--- config.mk ---
export PLATFORM = sky130hd
export DESIGN_NAME = audio_stream_router
export DESIGN_NICKNAME = d
export VERILOG_FILES = /design/src/rtl/audio_router_pkg.sv /design/src/rtl/audio_frame_fifo.sv /design/src/rtl/audio_stream_router.sv
export SDC_FILE = /design/constraint.sdc
export NUM_CORES = 1
export LEC_CHECK = 0
export BUFFER_PORTS_ARGS = -buffer_cell sky130_fd_sc_hd__buf_2
export CAP_MARGIN = 20
export CORE_MARGIN = 2
export CORE_UTILIZATION = 58
export DETAILED_ROUTE_END_ITERATION = 8
export PLACE_DENSITY = 0.89
export SLEW_MARGIN = 40
export SYNTH_ARGS = -nofsm -noshare
export SYNTH_HDL_FRONTEND = slang
export SYNTH_SLANG_ARGS = --single-unit
export TNS_END_PERCENT = 30
--- constraint.sdc ---
create_clock -name clk -period 10.7 [get_ports clk]
set_input_delay 0.535 -clock clk [delete_from_list [all_inputs] [get_ports clk]]
set_output_delay 0.535 -clock clk [all_outputs]
set_load 0.02 [all_outputs]
--- src/rtl/audio_router_pkg.sv ---
// audio_router_pkg: shared state type, default parameters and peak-meter constants
package audio_router_pkg;
  typedef enum logic [1:0] {IDLE, FLUSH, COLLECT} state_e;
  localparam int DEF_NUM_SRC = 4;
  localparam int DEF_NUM_CH = 2;
  localparam int DEF_DATA_W = 24;
  localparam int DEF_FIFO_DEPTH = 4;
  localparam int PEAK_W = 8;
  localparam int DECAY_PERIOD = 65536;
  localparam int DECAY_W = $clog2(DECAY_PERIOD);
endpackage

--- src/rtl/audio_frame_fifo.sv ---
// audio_frame_fifo: synchronous frame FIFO with flush; a pop frees the slot for a same-cycle push
module audio_frame_fifo #(
  parameter int W = 48,
  parameter int DEPTH = 4
) (
  input  logic         clk,
  input  logic         reset,
  input  logic         flush,
  input  logic         push,
  input  logic         pop,
  input  logic [W-1:0] wdata,
  output logic [W-1:0] rdata,
  output logic         valid,
  output logic         full
);
  localparam int AW = $clog2(DEPTH);
  localparam logic [AW:0] FULL_CNT = (AW+1)'(DEPTH);
  logic [W-1:0] mem_q [DEPTH];
  logic [AW-1:0] wr_q, wr_d, rd_q, rd_d;
  logic [AW:0] cnt_q, cnt_d;
  logic do_push, do_pop;
  assign valid = cnt_q != '0;
  assign full = cnt_q == FULL_CNT;
  assign rdata = mem_q[rd_q];
  // pointer and occupancy update; flush wins over everything
  always_comb begin
    do_pop = pop && valid && !flush;
    do_push = push && !flush && (!full || do_pop);
    wr_d = flush ? '0 : wr_q + AW'(do_push);
    rd_d = flush ? '0 : rd_q + AW'(do_pop);
    cnt_d = flush ? '0 : cnt_q + (AW+1)'(do_push) - (AW+1)'(do_pop);
  end
  // pointer and occupancy registers
  always_ff @(posedge clk) begin
    if (reset) begin
      wr_q <= '0;
      rd_q <= '0;
      cnt_q <= '0;
    end else begin
      wr_q <= wr_d;
      rd_q <= rd_d;
      cnt_q <= cnt_d;
    end
  end
  // frame storage; contents are only observed through valid, so no reset
  always_ff @(posedge clk) if (do_push) mem_q[wr_q] <= wdata;
endmodule

--- src/rtl/audio_stream_router.sv ---
// audio_stream_router: source select, frame assembly, FIFO and handshake; AUDIO_ROUTER_PEAK_EN adds a per-channel peak meter
module audio_stream_router
  import audio_router_pkg::*;
#(
  parameter int NUM_SRC = DEF_NUM_SRC,
  parameter int NUM_CH = DEF_NUM_CH,
  parameter int DATA_W = DEF_DATA_W,
  parameter int FIFO_DEPTH = DEF_FIFO_DEPTH,
  parameter int SEL_W = $clog2(NUM_SRC)
) (
  input  logic                             clk,
  input  logic                             reset,
  input  logic                             run,
  input  logic [SEL_W-1:0]                 select,
  input  logic                             mute,
  input  logic [NUM_SRC*NUM_CH-1:0]        src_valid,
  input  logic [NUM_SRC*NUM_CH*DATA_W-1:0] src_data,
  output logic                             out_valid,
  input  logic                             out_ready,
  output logic [NUM_CH*DATA_W-1:0]         out_data,
  output logic [7:0]                       overflow_cnt,
  output logic                             realign,
  output logic [NUM_CH*PEAK_W-1:0]         peak_out
);
  state_e state_q, state_d;
  logic [SEL_W-1:0] sel_q, sel_d;
  logic [NUM_CH-1:0] mask_q, mask_d, hit;
  logic [NUM_CH*DATA_W-1:0] stage_q, stage_d, frame, fifo_rdata;
  logic [7:0] ovf_q, ovf_d;
  logic realign_q, realign_d;
  logic flush, active, complete, pop, fifo_valid, fifo_full;
  assign hit = active ? src_valid[int'(sel_q)*NUM_CH +: NUM_CH] : '0;
  assign pop = out_valid && out_ready;
  assign out_data = (out_valid && !mute) ? fifo_rdata : '0;
  assign overflow_cnt = ovf_q;
  assign realign = realign_q;
  // state register
  always_ff @(posedge clk) state_q <= reset ? IDLE : state_d;
  // next state: run low forces IDLE, a select change forces a one-cycle FLUSH
  always_comb begin
    state_d = !run ? IDLE : state_q == IDLE ? FLUSH : state_q == FLUSH ? COLLECT :
              select != sel_q ? FLUSH : COLLECT;
  end
  // state outputs: clear everything outside COLLECT, capture only while the select is stable
  always_comb begin
    flush = state_q != COLLECT;
    active = state_q == COLLECT && run && select == sel_q && int'(sel_q) < NUM_SRC;
    out_valid = state_q == COLLECT && fifo_valid;
  end
  // frame assembly, realign detection and overflow accounting
  always_comb begin
    frame = stage_q;
    for (int c = 0; c < NUM_CH; c++)
      if (hit[c]) frame[c*DATA_W +: DATA_W] = src_data[(int'(sel_q)*NUM_CH + c)*DATA_W +: DATA_W];
    complete = active && ((mask_q | hit) == '1);
    mask_d = (flush || complete) ? '0 : mask_q | hit;
    stage_d = flush ? '0 : frame;
    sel_d = state_q == FLUSH ? select : sel_q;
    realign_d = realign_q | (|(mask_q & hit));
    ovf_d = (complete && fifo_full && !pop && ovf_q != 8'hff) ? ovf_q + 8'd1 : ovf_q;
  end
  // datapath registers
  always_ff @(posedge clk) begin
    if (reset) begin
      sel_q <= '0;
      mask_q <= '0;
      stage_q <= '0;
      ovf_q <= '0;
      realign_q <= 1'b0;
    end else begin
      sel_q <= sel_d;
      mask_q <= mask_d;
      stage_q <= stage_d;
      ovf_q <= ovf_d;
      realign_q <= realign_d;
    end
  end
  audio_frame_fifo #(.W(NUM_CH*DATA_W), .DEPTH(FIFO_DEPTH)) u_fifo (
    .clk(clk),
    .reset(reset),
    .flush(flush),
    .push(complete),
    .pop(pop),
    .wdata(frame),
    .rdata(fifo_rdata),
    .valid(fifo_valid),
    .full(fifo_full)
  );
`ifdef AUDIO_ROUTER_PEAK_EN
  logic [NUM_CH*PEAK_W-1:0] peak_q, peak_d;
  logic [DECAY_W-1:0] tick_q, tick_d;
  logic [DATA_W-1:0] samp, mag;
  logic [PEAK_W-1:0] lvl, cur;
  assign peak_out = peak_q;
  // peak hold on emitted samples with slow decay; the most negative sample saturates
  always_comb begin
    tick_d = flush ? '0 : tick_q + DECAY_W'(1);
    peak_d = peak_q;
    samp = '0;
    mag = '0;
    lvl = '0;
    cur = '0;
    for (int c = 0; c < NUM_CH; c++) begin
      samp = out_data[c*DATA_W +: DATA_W];
      mag = samp[DATA_W-1] ? -samp : samp;
      lvl = mag[DATA_W-1] ? '1 : mag[DATA_W-2 -: PEAK_W];
      cur = peak_q[c*PEAK_W +: PEAK_W];
      peak_d[c*PEAK_W +: PEAK_W] = flush ? '0 : (pop && lvl > cur) ? lvl :
                                   (tick_q == '1 && cur != '0) ? cur - PEAK_W'(1) : cur;
    end
  end
  // peak and decay-timer registers
  always_ff @(posedge clk) begin
    if (reset) begin
      peak_q <= '0;
      tick_q <= '0;
    end else begin
      peak_q <= peak_d;
      tick_q <= tick_d;
    end
  end
`else
  assign peak_out = '0;
`endif
endmodule

==> results.toml <==
[routing]
antenna_left = 0
drt_iter0_drc = 328
route.detailed.drc = 0
dr.pass1.iters = 4
wl_per_cell_um = 20.00
vias_per_cell = 5.586
vias = 6765
wl_um = 24220

[worst_hold_path]
hold_start = "select[1]"
hold_path_end = "sel_q[1]$_SDFFE_PP0N_"
whs_path_depth = 3
worstHoldPathType = "in2reg"

[timing]
period_share = 0.3051
tns_ns = 0
fmax_ghz = 0.3064
fin_crit_ns = 3.264
drv_slew = 0
setup_viol_count_final = 0
hold_viol = 0
tightestPinTransition_ns = 0.7533
rsz0062_at_grt = "no"
skew_ns = 0.02216
slew_headroom = 0.4978

[worst_setup_path]
reg2reg_depth = 6
worstPathMaxFanout = 43
critPathRequiredTime_ns = 10.84
arrival_ns = 3.40
rr_endpoint = "u_fifo.mem_q[2][46]$_DFFE_PP_"
worstReg2RegStart = "sel_q[1]$_SDFFE_PP0N_"
critPathKind = "reg2reg"
cp-start-kind = "flop"
r2r_slack_ns = 7.44
worstSetupEndpointType = "flop"

[floorplanning]
fp-row-count = 51
core_area_um2 = 19590
chipHeight_um = 145.7
start_util = 0.5948
dieArea_um2 = 21240
num_io_pins = 281
die_width_um = 145.7

[job]
max-cap-violations = 0

[yosys]
syn-instance-count = 664
synth_top_area_cell = "edfxtp_1"
ys_ff_latch = 262
avgSynthCellArea_um2 = 17.55
synthTopCellsByArea = "edfxtp_1 49%, mux4_2 19%, dfxtp_1 12%"
ys_seq_area_frac = 0.6151
synth.top_cells.by_count = "192 x edfxtp_1, 96 x mux4_2, 70 x dfxtp_1"
synth_area_um2 = 11650
synthArstFlopShare = 0
yosys.cell_count.top_type = "edfxtp_1"
yosysWarnings = 0
synth_ff_type = "edfxtp_1"
synth_cell_types = 44
synth_top_area_share = 0.4948
synth_edf_count = 192

[clock_network]
cts_sinks = 262
cts-root-buf = "clkbuf_16"
cts.hold.buffers_added = 0
h-tree-depth = 1
clkTransAtPathRegs_ns = 0.06
cts_buffer_depth = 3
cts_resized = 0
cts_tree = "done"
clkLatencyLatePin_ns = 0.52
postCtsSetupBuffers = 0
numCtsBuffers = 26

[placed_design]
numPortBuffers = 264
hpwlAfterDp_um = 16090
placed_area_um2 = 13200
gp_congestion = 0.7483

[power]
p_per_area_nw_per_um2 = 146.7
p_total_uw = 2058
ir_drop_mv = 0.1063
cellLeakagePower_uw = 0.005511

[layout]
diodes = 0
syn_to_final_growth_pct = 20.42
final_nets = 1140
fin_area_um2 = 14030
drive_gt1_frac = 0.4947
fillerInstances = 1279

[global_routing]
antenna_found_initial = 1
grt_overflow = 0
grt_max_degree = 49
first_global_vias = 7371
grt_pass1_wl_um = 37990
track_usage = 0.2287

[status]
outcome = "finished clean"
## state kept, by name, indices dropped and copies added (netlist names)
name,count
u_fifo.cnt_q,3
state_q,2
u_fifo.wr_q,2
sel_q,2
overflow_cnt,8
mask_q,2
stage_q,48
realign,1
u_fifo.rd_q,2
u_fifo.mem_q,192
## worst max-delay path by stage
stage / start / end / slack, ns / cells past startpoint
5_1_grt: sel_q[1]$_SDFFE_PP0N_ / u_fifo.mem_q[2][10]$_DFFE_PP_ / 7.13 / 6
3_3_place_gp: select[0] / u_fifo.mem_q[2][44]$_DFFE_PP_ / 7.56 / 7
2_1_floorplan: select[0] / u_fifo.mem_q[1][0]$_DFFE_PP_ / 5.15 / 5
4_1_cts: sel_q[1]$_SDFFE_PP0N_ / u_fifo.mem_q[2][42]$_DFFE_PP_ / 7.36 / 6
3_5_place_dp: sel_q[1]$_SDFFE_PP0N_ / u_fifo.mem_q[2][44]$_DFFE_PP_ / 7.39 / 6
6_report: sel_q[1]$_SDFFE_PP0N_ / u_fifo.mem_q[2][46]$_DFFE_PP_ / 7.44 / 6
## layout make-up
type                       instances  area, um2  area share
multi-input combinational        355       4233      0.3016
tap                              265      331.6     0.02363
clock buffer                      39      709.4     0.05056
timing repair buffer             274       1424      0.1015
sequential                       262       7177      0.5115
inverter                           8      30.03    0.002140
clock inverter                     8      127.6    0.009095
## metal layers
metal | track usage | part of all wire | wire, um | up-vias
met5 | 0 | 0.00066 | 16 | -
met4 | 0.05441 | 0.018 | 444 | 2
met3 | 0.04483 | 0.075 | 1818 | 36
met2 | 0.4191 | 0.53 | 12770 | 258
met1 | 0.2808 | 0.38 | 9170 | 3398
li1 | - | - | - | 3071
## layout by cell type, fill, tap and decap left out, drive strengths merged, types with 5 or more instances in the layout
cell and count:
buf 274, edfxtp 192, mux4 96, dfxtp 70, and2 52, nor2b 49, mux2 48, clkbuf 39
conb 16, nor2 15, inv 9, nand2 8, a21oi 8, mux2i 7, or3 7, nand3 6
o21ai 5, ha 5
## cell families (layout without fill, tap and decap cells)
logic type,after synthesis,after routing,share of synthesized area
AOI/OAI and AO/OA,21,21,0.01117
xor gates and xnor gates,7,7,0.005907
adders and majority gates,6,6,0.007087
buffers and inverters,62,329,0.02953
DFF,262,262,0.6151
muxes,151,151,0.2495
other,1,16,0.0003218
and+or+nand+nor,154,154,0.08139
## per-stage QoR
step	utilization	std cells	worst slack, ns	hold WS, ns
4_1_cts	0.7163	1211	7.364	0.2674
6_report	0.7163	1211	7.436	0.2827
5_1_grt	0.7163	1211	7.132	0.3163
2_1_floorplan	-	679	5.146	0.4565
3_3_place_gp	0.6708	1161	7.561	0.4812
3_5_place_dp	0.6736	1164	7.392	0.4998
## where the power goes
group	internal, uW	switching, uW
combinational	57.2	37.3
clock	531	353
sequential	1080	3.97
## critical path: stages, from the launching register on
cell	delay [ns]
dfxtp_2	0.69
xor2_1	0.23
nor4_4	0.41
nand3_1	0.17
a21o_1	0.28
nor3b_2	0.44
buf_4	0.63
No activity file was read; power rests on OpenSTA's default activity.
